`src/rtl/simon_sequencer_pkg.sv`:
```
// simon_sequencer_pkg: shared FSM states, symbol/LED widths and symbol-to-LED decode.
package simon_sequencer_pkg;
    localparam int SYM_W = 2;
    localparam int LED_W = 4;

    typedef enum logic [2:0] {IDLE, APPEND, SHOW_ON, SHOW_OFF, WAIT_IN, WIN, LOSE} state_e;

    function automatic logic [LED_W-1:0] onehot(input logic [SYM_W-1:0] sym);
        return LED_W'(1) << sym;
    endfunction
endpackage

```
`src/rtl/simon_sequencer_phase_timer.sv`:
```
// phase_timer: down-counter for the lit and dark playback phases; done_o is high on the last cycle of a phase.
module phase_timer #(
    parameter int SHOW_CYC = 4,
    parameter int GAP_CYC  = 2
) (
    input  logic clk,
    input  logic resetn,
    input  logic load_i,
    input  logic gap_i,
    output logic done_o
);
    localparam int CNT_W = $clog2((SHOW_CYC > GAP_CYC ? SHOW_CYC : GAP_CYC) + 1);

    logic [CNT_W-1:0] cnt_q, cnt_d;

    always_comb
        cnt_d = load_i ? (gap_i ? CNT_W'(GAP_CYC - 1) : CNT_W'(SHOW_CYC - 1))
                       : (cnt_q != '0 ? cnt_q - CNT_W'(1) : cnt_q);

    always_ff @(posedge clk)
        cnt_q <= !resetn ? '0 : cnt_d;

    assign done_o = cnt_q == '0;
endmodule

```
`src/rtl/simon_sequencer.sv`:
```
// simon_sequencer: grows a random symbol sequence one round at a time, plays it on one-hot LEDs
// and checks the player's presses, reporting win/lose and the current level.
module simon_sequencer
    import simon_sequencer_pkg::*;
#(
    parameter int MAX_LEN  = 16,
    parameter int SHOW_CYC = 4,
    parameter int GAP_CYC  = 2,
    parameter int LEN_W    = $clog2(MAX_LEN + 1)
) (
    input  logic             clk,
    input  logic             resetn,
    input  logic             start,
    input  logic [SYM_W-1:0] rnd_in,
    output logic             get,
    input  logic             btn_valid,
    input  logic [SYM_W-1:0] btn,
    output logic [LED_W-1:0] led,
    output logic             busy,
    output logic [LEN_W-1:0] level,
    output logic             win,
    output logic             lose
);
    localparam int IDX_W = $clog2(MAX_LEN);

    state_e           state_q, state_d;
    logic [LEN_W-1:0] len_q, len_d, idx_q, idx_d;
    logic             win_q, win_d, lose_q, lose_d, busy_q;
    logic [SYM_W-1:0] mem_q [MAX_LEN];
    logic             load, gap, done, we, last, full;
    logic [SYM_W-1:0] sym;

    phase_timer #(.SHOW_CYC(SHOW_CYC), .GAP_CYC(GAP_CYC)) u_timer (
        .clk   (clk),
        .resetn(resetn),
        .load_i(load),
        .gap_i (gap),
        .done_o(done)
    );

    assign sym  = mem_q[idx_q[IDX_W-1:0]];
    assign last = idx_q == len_q - LEN_W'(1);
    assign full = len_q == LEN_W'(MAX_LEN);

    always_comb begin
        state_d = state_q;
        len_d   = len_q;
        idx_d   = idx_q;
        win_d   = win_q;
        lose_d  = lose_q;
        load    = 1'b0;
        gap     = 1'b0;
        we      = 1'b0;
        case (state_q)
            IDLE, WIN, LOSE: if (start) begin
                state_d = APPEND;
                len_d   = '0;
                win_d   = 1'b0;
                lose_d  = 1'b0;
            end
            APPEND: begin
                we      = 1'b1;
                len_d   = len_q + LEN_W'(1);
                idx_d   = '0;
                load    = 1'b1;
                state_d = SHOW_ON;
            end
            SHOW_ON: if (done) begin
                load    = 1'b1;
                gap     = 1'b1;
                state_d = SHOW_OFF;
            end
            SHOW_OFF: if (done) begin
                load    = !last;
                idx_d   = last ? '0 : idx_q + LEN_W'(1);
                state_d = last ? WAIT_IN : SHOW_ON;
            end
            WAIT_IN: if (btn_valid) begin
                if (btn != sym) begin
                    state_d = LOSE;
                    lose_d  = 1'b1;
                end else if (!last) idx_d = idx_q + LEN_W'(1);
                else if (full) begin
                    state_d = WIN;
                    win_d   = 1'b1;
                end else state_d = APPEND;
            end
            default: state_d = IDLE;
        endcase
    end

    always_ff @(posedge clk) begin
        if (!resetn) begin
            state_q <= IDLE;
            len_q   <= '0;
            idx_q   <= '0;
            win_q   <= 1'b0;
            lose_q  <= 1'b0;
            busy_q  <= 1'b0;
        end else begin
            state_q <= state_d;
            len_q   <= len_d;
            idx_q   <= idx_d;
            win_q   <= win_d;
            lose_q  <= lose_d;
            busy_q  <= !(state_d inside {IDLE, WIN, LOSE});
        end
    end

    // APPEND is only reachable while len < MAX_LEN, so the write never leaves the buffer.
    always_ff @(posedge clk)
        if (we) mem_q[len_q[IDX_W-1:0]] <= rnd_in;

    assign get   = state_q == APPEND;
    assign led   = state_q == SHOW_ON ? onehot(sym) : '0;
    assign busy  = busy_q;
    assign level = len_q;
    assign win   = win_q;
    assign lose  = lose_q;
endmodule

```
`config.mk`:
```
export PLATFORM = sky130hd
export DESIGN_NAME = simon_sequencer
export DESIGN_NICKNAME = d
export VERILOG_FILES = /design/src/rtl/simon_sequencer_pkg.sv /design/src/rtl/simon_sequencer_phase_timer.sv /design/src/rtl/simon_sequencer.sv
export SDC_FILE = /design/constraint.sdc
export NUM_CORES = 1
export LEC_CHECK = 0
export CORE_AREA = 2 2 86 88
export DETAILED_ROUTE_END_ITERATION = 8
export DIE_AREA = 0 0 88 90
export SYNTH_ARGS = -nofsm -noshare
export SYNTH_HDL_FRONTEND = slang
export SYNTH_SLANG_ARGS = --single-unit
```
`constraint.sdc`:
```
create_clock -name clk -period 3 [get_ports clk]
set_input_delay 0.9 -clock clk [delete_from_list [all_inputs] [get_ports clk]]
set_output_delay 0.9 -clock clk [all_outputs]
set_load 0.02 [all_outputs]
```
==> tab_implementation.tex <==
\begin{tabular}{lr}
\hline
Metric & Value \\
\hline
\multicolumn{2}{l}{\textbf{Status}} \\
Result of the run & complete, no violations \\
\multicolumn{2}{l}{\textbf{Power}} \\
Clock network fraction of design power & 19.5\% \\
Largest voltage drop on the vdd net & 377.3 uV \\
Internal cell power & 0.001424 W \\
Net switching share of the total power & 34.69\% \\
Static power due to leakage & 1.108 nW \\
Total power draw & 0.002181 W \\
Power density of the placed cells & 673.5 nW/um\^{}2 \\
Sequential group share of total power & 41.6\% \\
Combinational share of power & 38.9\% \\
Net switching power figure & 0.0007565 W \\
\multicolumn{2}{l}{\textbf{Synth}} \\
Post-Syn Area & 2709 um\^{}2 \\
\#FFs+latches synth & 55 \\
Average cell area after synthesis & 10.84 um\^{}2 \\
Fraction of the yosys area taken by sequential cells & 52.47\% \\
Fraction of registers with async set or reset after synthesis & 0\% \\
Post-synth top flop & edfxtp\_1 \\
Synthesized netlist net count & 265 \\
Count of flip-flops with a built-in enable after synthesis & 32 \\
Post-Synthesis Cells & 250 \\
Distinct cell type count after synthesis & 46 \\
Warnings, synthesis & 0 \\
\multicolumn{2}{l}{\textbf{Placed design}} \\
Post-detailed-placement cell area & 3142 um\^{}2 \\
Routability cong. & 0.8319 \\
Buffers on Ports & 20 \\
DPL Wire Length & 4.312 mm \\
\multicolumn{2}{l}{\textbf{CTS}} \\
H-tree levels & 2 \\
Hold\_buf cts & 0 \\
Number of sinks driven by the clock tree & 55 \\
Clock transition at the register clock pins on the worst setup and hold paths after CTS & 0.11 ns \\
Max clock buf depth & 2 \\
Worst-skew pair later-pin latency & 0.31 ns \\
Root buffer cell & clkbuf\_8 \\
Clock buffers created by TritonCTS & 5 \\
TritonCTS clock tree & yes \\
\multicolumn{2}{l}{\textbf{Worst setup path}} \\
Most frequent CP cell & mux2i\_1 \\
Critical Path RT & 2.10 ns \\
Largest delay share family, worst path & multiplexers \\
Type of element capturing the critical path & output port \\
Arrival time reported for the critical path endpoint & 1.97 ns \\
Cells along the critical path & mux4\_2 -> mux2i\_1 -> mux2i\_1 -> nand3b\_1 -> nor2\_1 -> buf\_4 \\
Slowest cell on the critical path & mux4\_2 \\
Delay of the slowest cell on the worst path & 0.50 ns \\
Bufs and invs on worst path & 1 \\
Crit path max fanout & 7 \\
Worst setup path class & register to output port \\
Critical Path Start Type & register \\
\multicolumn{2}{l}{\textbf{Detailed routing}} \\
Antenna-violating nets left & 0 \\
Post-DR vias/cell & 4.992 \\
DRC Markers & 0 \\
Drt first pass iters & 4 \\
Routed WL & 5.651 mm \\
Avg WL per Cell & 14.53 um \\
Drt first-iter violations & 183 \\
Overall via count from detail\_route & 1942 \\
\multicolumn{2}{l}{\textbf{Global routing}} \\
Wire length of the first global-routing pass & 9.384 mm \\
Number of global-route vias before repair & 1860 \\
Number of antenna violations at the first check in global routing & 0 \\
Maximum number of pins on one net before global-route repair & 20 \\
Total routing resource utilization after global routing & 15.26\% \\
Remaining Overflow, GRT & 0 \\
\multicolumn{2}{l}{\textbf{Floorplanning}} \\
Die area & 7920 um\^{}2 \\
Die width & 88 um \\
Placement Rows & 31 \\
Starting density of the core & 38.58\% \\
Placeable core area & 7020 um\^{}2 \\
Total I/O pin count & 21 \\
Die height & 90 um \\
\multicolumn{2}{l}{\textbf{Timing}} \\
Accumulated negative setup slack & 0 ns \\
Final setup skew & 0.008249 ns \\
Clock period minus final worst setup slack & 2.868 ns \\
Final count of negative-setup-slack endpoints & 0 \\
Hold\_ws & 0.4644 ns \\
Final period utilization & 95.61\% \\
Fmax & 348.6 MHz \\
Count of endpoints failing hold in the final timing report & 0 \\
RSZ-0062 raised after global routing & yes \\
Slew at the pin with the worst max-slew slack & 0.5559 ns \\
Max-slew headroom at the worst pin & 62.82\% \\
Count of final max-slew check failures & 0 \\
\multicolumn{2}{l}{\textbf{Final layout}} \\
Number of antenna diodes & 0 \\
Post-layout nets & 304 \\
Area growth from synthesis to final layout & 19.54\% \\
Fraction of layout cells with a size suffix above 1 & 17.24\% \\
Cell area after layout & 3238 um\^{}2 \\
\multicolumn{2}{l}{\textbf{Run}} \\
Max cap viols & 0 \\
\multicolumn{2}{l}{\textbf{Hold path}} \\
Type of the worst min-delay path & register to register \\
\hline
\end{tabular}
[layer usage]
metal  track usage (%)  vias to the layer above  wire length [um]
met5                 0                        -                 0
li1                  -                      967                 -
met4             3.846                        0                60
met3             2.571                        7               175
met1             22.97                      932              2785
met2             22.79                       36              2629
[power by group through the flow]
stage	Clock [W]	Sequential (W)	Combinational (W)
6_report	0.000425	0.000908	0.000848
5_1_grt	0.000471	0.000918	0.000950
4_1_cts	0.000436	0.000909	0.000841
3_5_place_dp	0	0.000925	0.000842
3_3_place_gp	0	0.000921	0.000837
2_1_floorplan	0	0.000928	0.000557
[repair_timing]
action	CTS	global route
resized for setup	19	6
endpoints found under the setup margin	4	4
pin swaps	0	2
buffers inserted	0	1
[final cells by class]
| cell class | count | area (um^2) |
|---|---|---|
| fillers | 678 | 3782 |
| flip-flops and latches | 55 | 1426 |
| multi-input cells | 173 | 1194 |
| repair buffers | 42 | 352.8 |
| well taps | 99 | 123.9 |
| clock buffers | 5 | 68.82 |
| inverters | 12 | 45.04 |
| clock inverters | 3 | 27.53 |
[sequential cells by signal (all words and copies together), names as in the netlist, named ones only]
signal         count
idx_q              5
mem_q             32
level              5
win                1
lose               1
state_q            3
busy               1
u_timer.cnt_q      3
[layout by cell type, fill, tap and decap left out, drive strengths merged, types with 2 or more instances in the layout]
| cell | instances |
|---|---|
| and2 | 2 |
| nand3 | 8 |
| nand4 | 3 |
| ha | 7 |
| edfxtp | 32 |
| buf | 26 |
| or3 | 3 |
| nor2b | 3 |
| nand2b | 4 |
| mux2 | 4 |
| dfxtp | 23 |
| o21a | 2 |
| mux4 | 5 |
| a21oi | 16 |
| o21ai | 11 |
| nand3b | 3 |
| inv | 13 |
| clkbuf | 5 |
| xor2 | 5 |
| xnor2 | 9 |
| nor2 | 30 |
| nand2 | 24 |
| mux2i | 11 |
| nor3 | 8 |
| clkdlybuf4s50 | 16 |
[Yosys cell counts, types with 2 or more instances]
cell type   n  share of area [%]
xor2_1      5                1.6
ha_1        7                3.2
buf_2       3               0.55
o21ai_0     8                1.5
o21ai_1     3               0.55
nand2_1    24                3.3
nor2b_1     3               0.69
o21a_1      2               0.55
nor2_1     30                4.2
nand4_1     3               0.69
inv_1      11                1.5
clkbuf_1    6               0.83
nand3_1     8                1.5
nand2b_1    4               0.92
and2_1      2               0.46
edfxtp_1   32                 35
or3_1       3               0.69
mux2i_1    11                4.1
nor3_1      8                1.5
a21oi_2     2               0.65
mux4_2      4                3.3
nand3b_1    3               0.83
dfxtp_1    23                 17
mux2_1      2               0.83
a21oi_1    14                2.6
xnor2_1     9                2.9
[final timing paths]
kind	from	to	slack [ns]	depth (start not counted)
min reg2reg	win$_SDFFE_PN0P_	win$_SDFFE_PN0P_	0.46	2
max	register	led[0]	0.13	6
min	win$_SDFFE_PN0P_	win$_SDFFE_PN0P_	0.46	2
max reg2reg	register	idx_q[3]$_SDFFE_PN0P_	0.26	9
[cells by family (layout without fill, tap and decap cells)]
family                   count (synthesis)  in the layout  synth area share (%)
flip-flops                              55             55                 52.47
XOR/XNOR                                14             14                 4.527
multiplexers                            20             20                 10.16
AND/OR/NAND/NOR                         91             91                 15.47
buffers and inverters                   22             62                 3.464
AO/OA/AOI/OAI                           41             41                 10.67
adder cells (fa/ha/maj)                  7              7                 3.233
[through the flow]
| step | std cells | util (%) | worst slack (ns) |
|---|---|---|---|
| final | 389 | 46.12 | 0.1317 |
| after detailed placement | 380 | 44.75 | -0.2055 |
| after global placement | 380 | 44.75 | -0.1213 |
| after floorplan | 250 | - | 0.2500 |
| after CTS | 388 | 45.91 | 0.04801 |
| after global routing | 389 | 46.12 | -0.03453 |
[worst register-to-register path, stage by stage (launching register included)]
cell and delay, ns:
dfxtp_4 0.42, mux2_2 0.34, mux4_2 0.46, buf_4 0.15
xnor2_1 0.13, nand2_1 0.13, a21oi_2 0.26, a21boi_2 0.14
or3_1 0.37, a21oi_1 0.25
No activity file was read; power rests on OpenSTA's default activity.
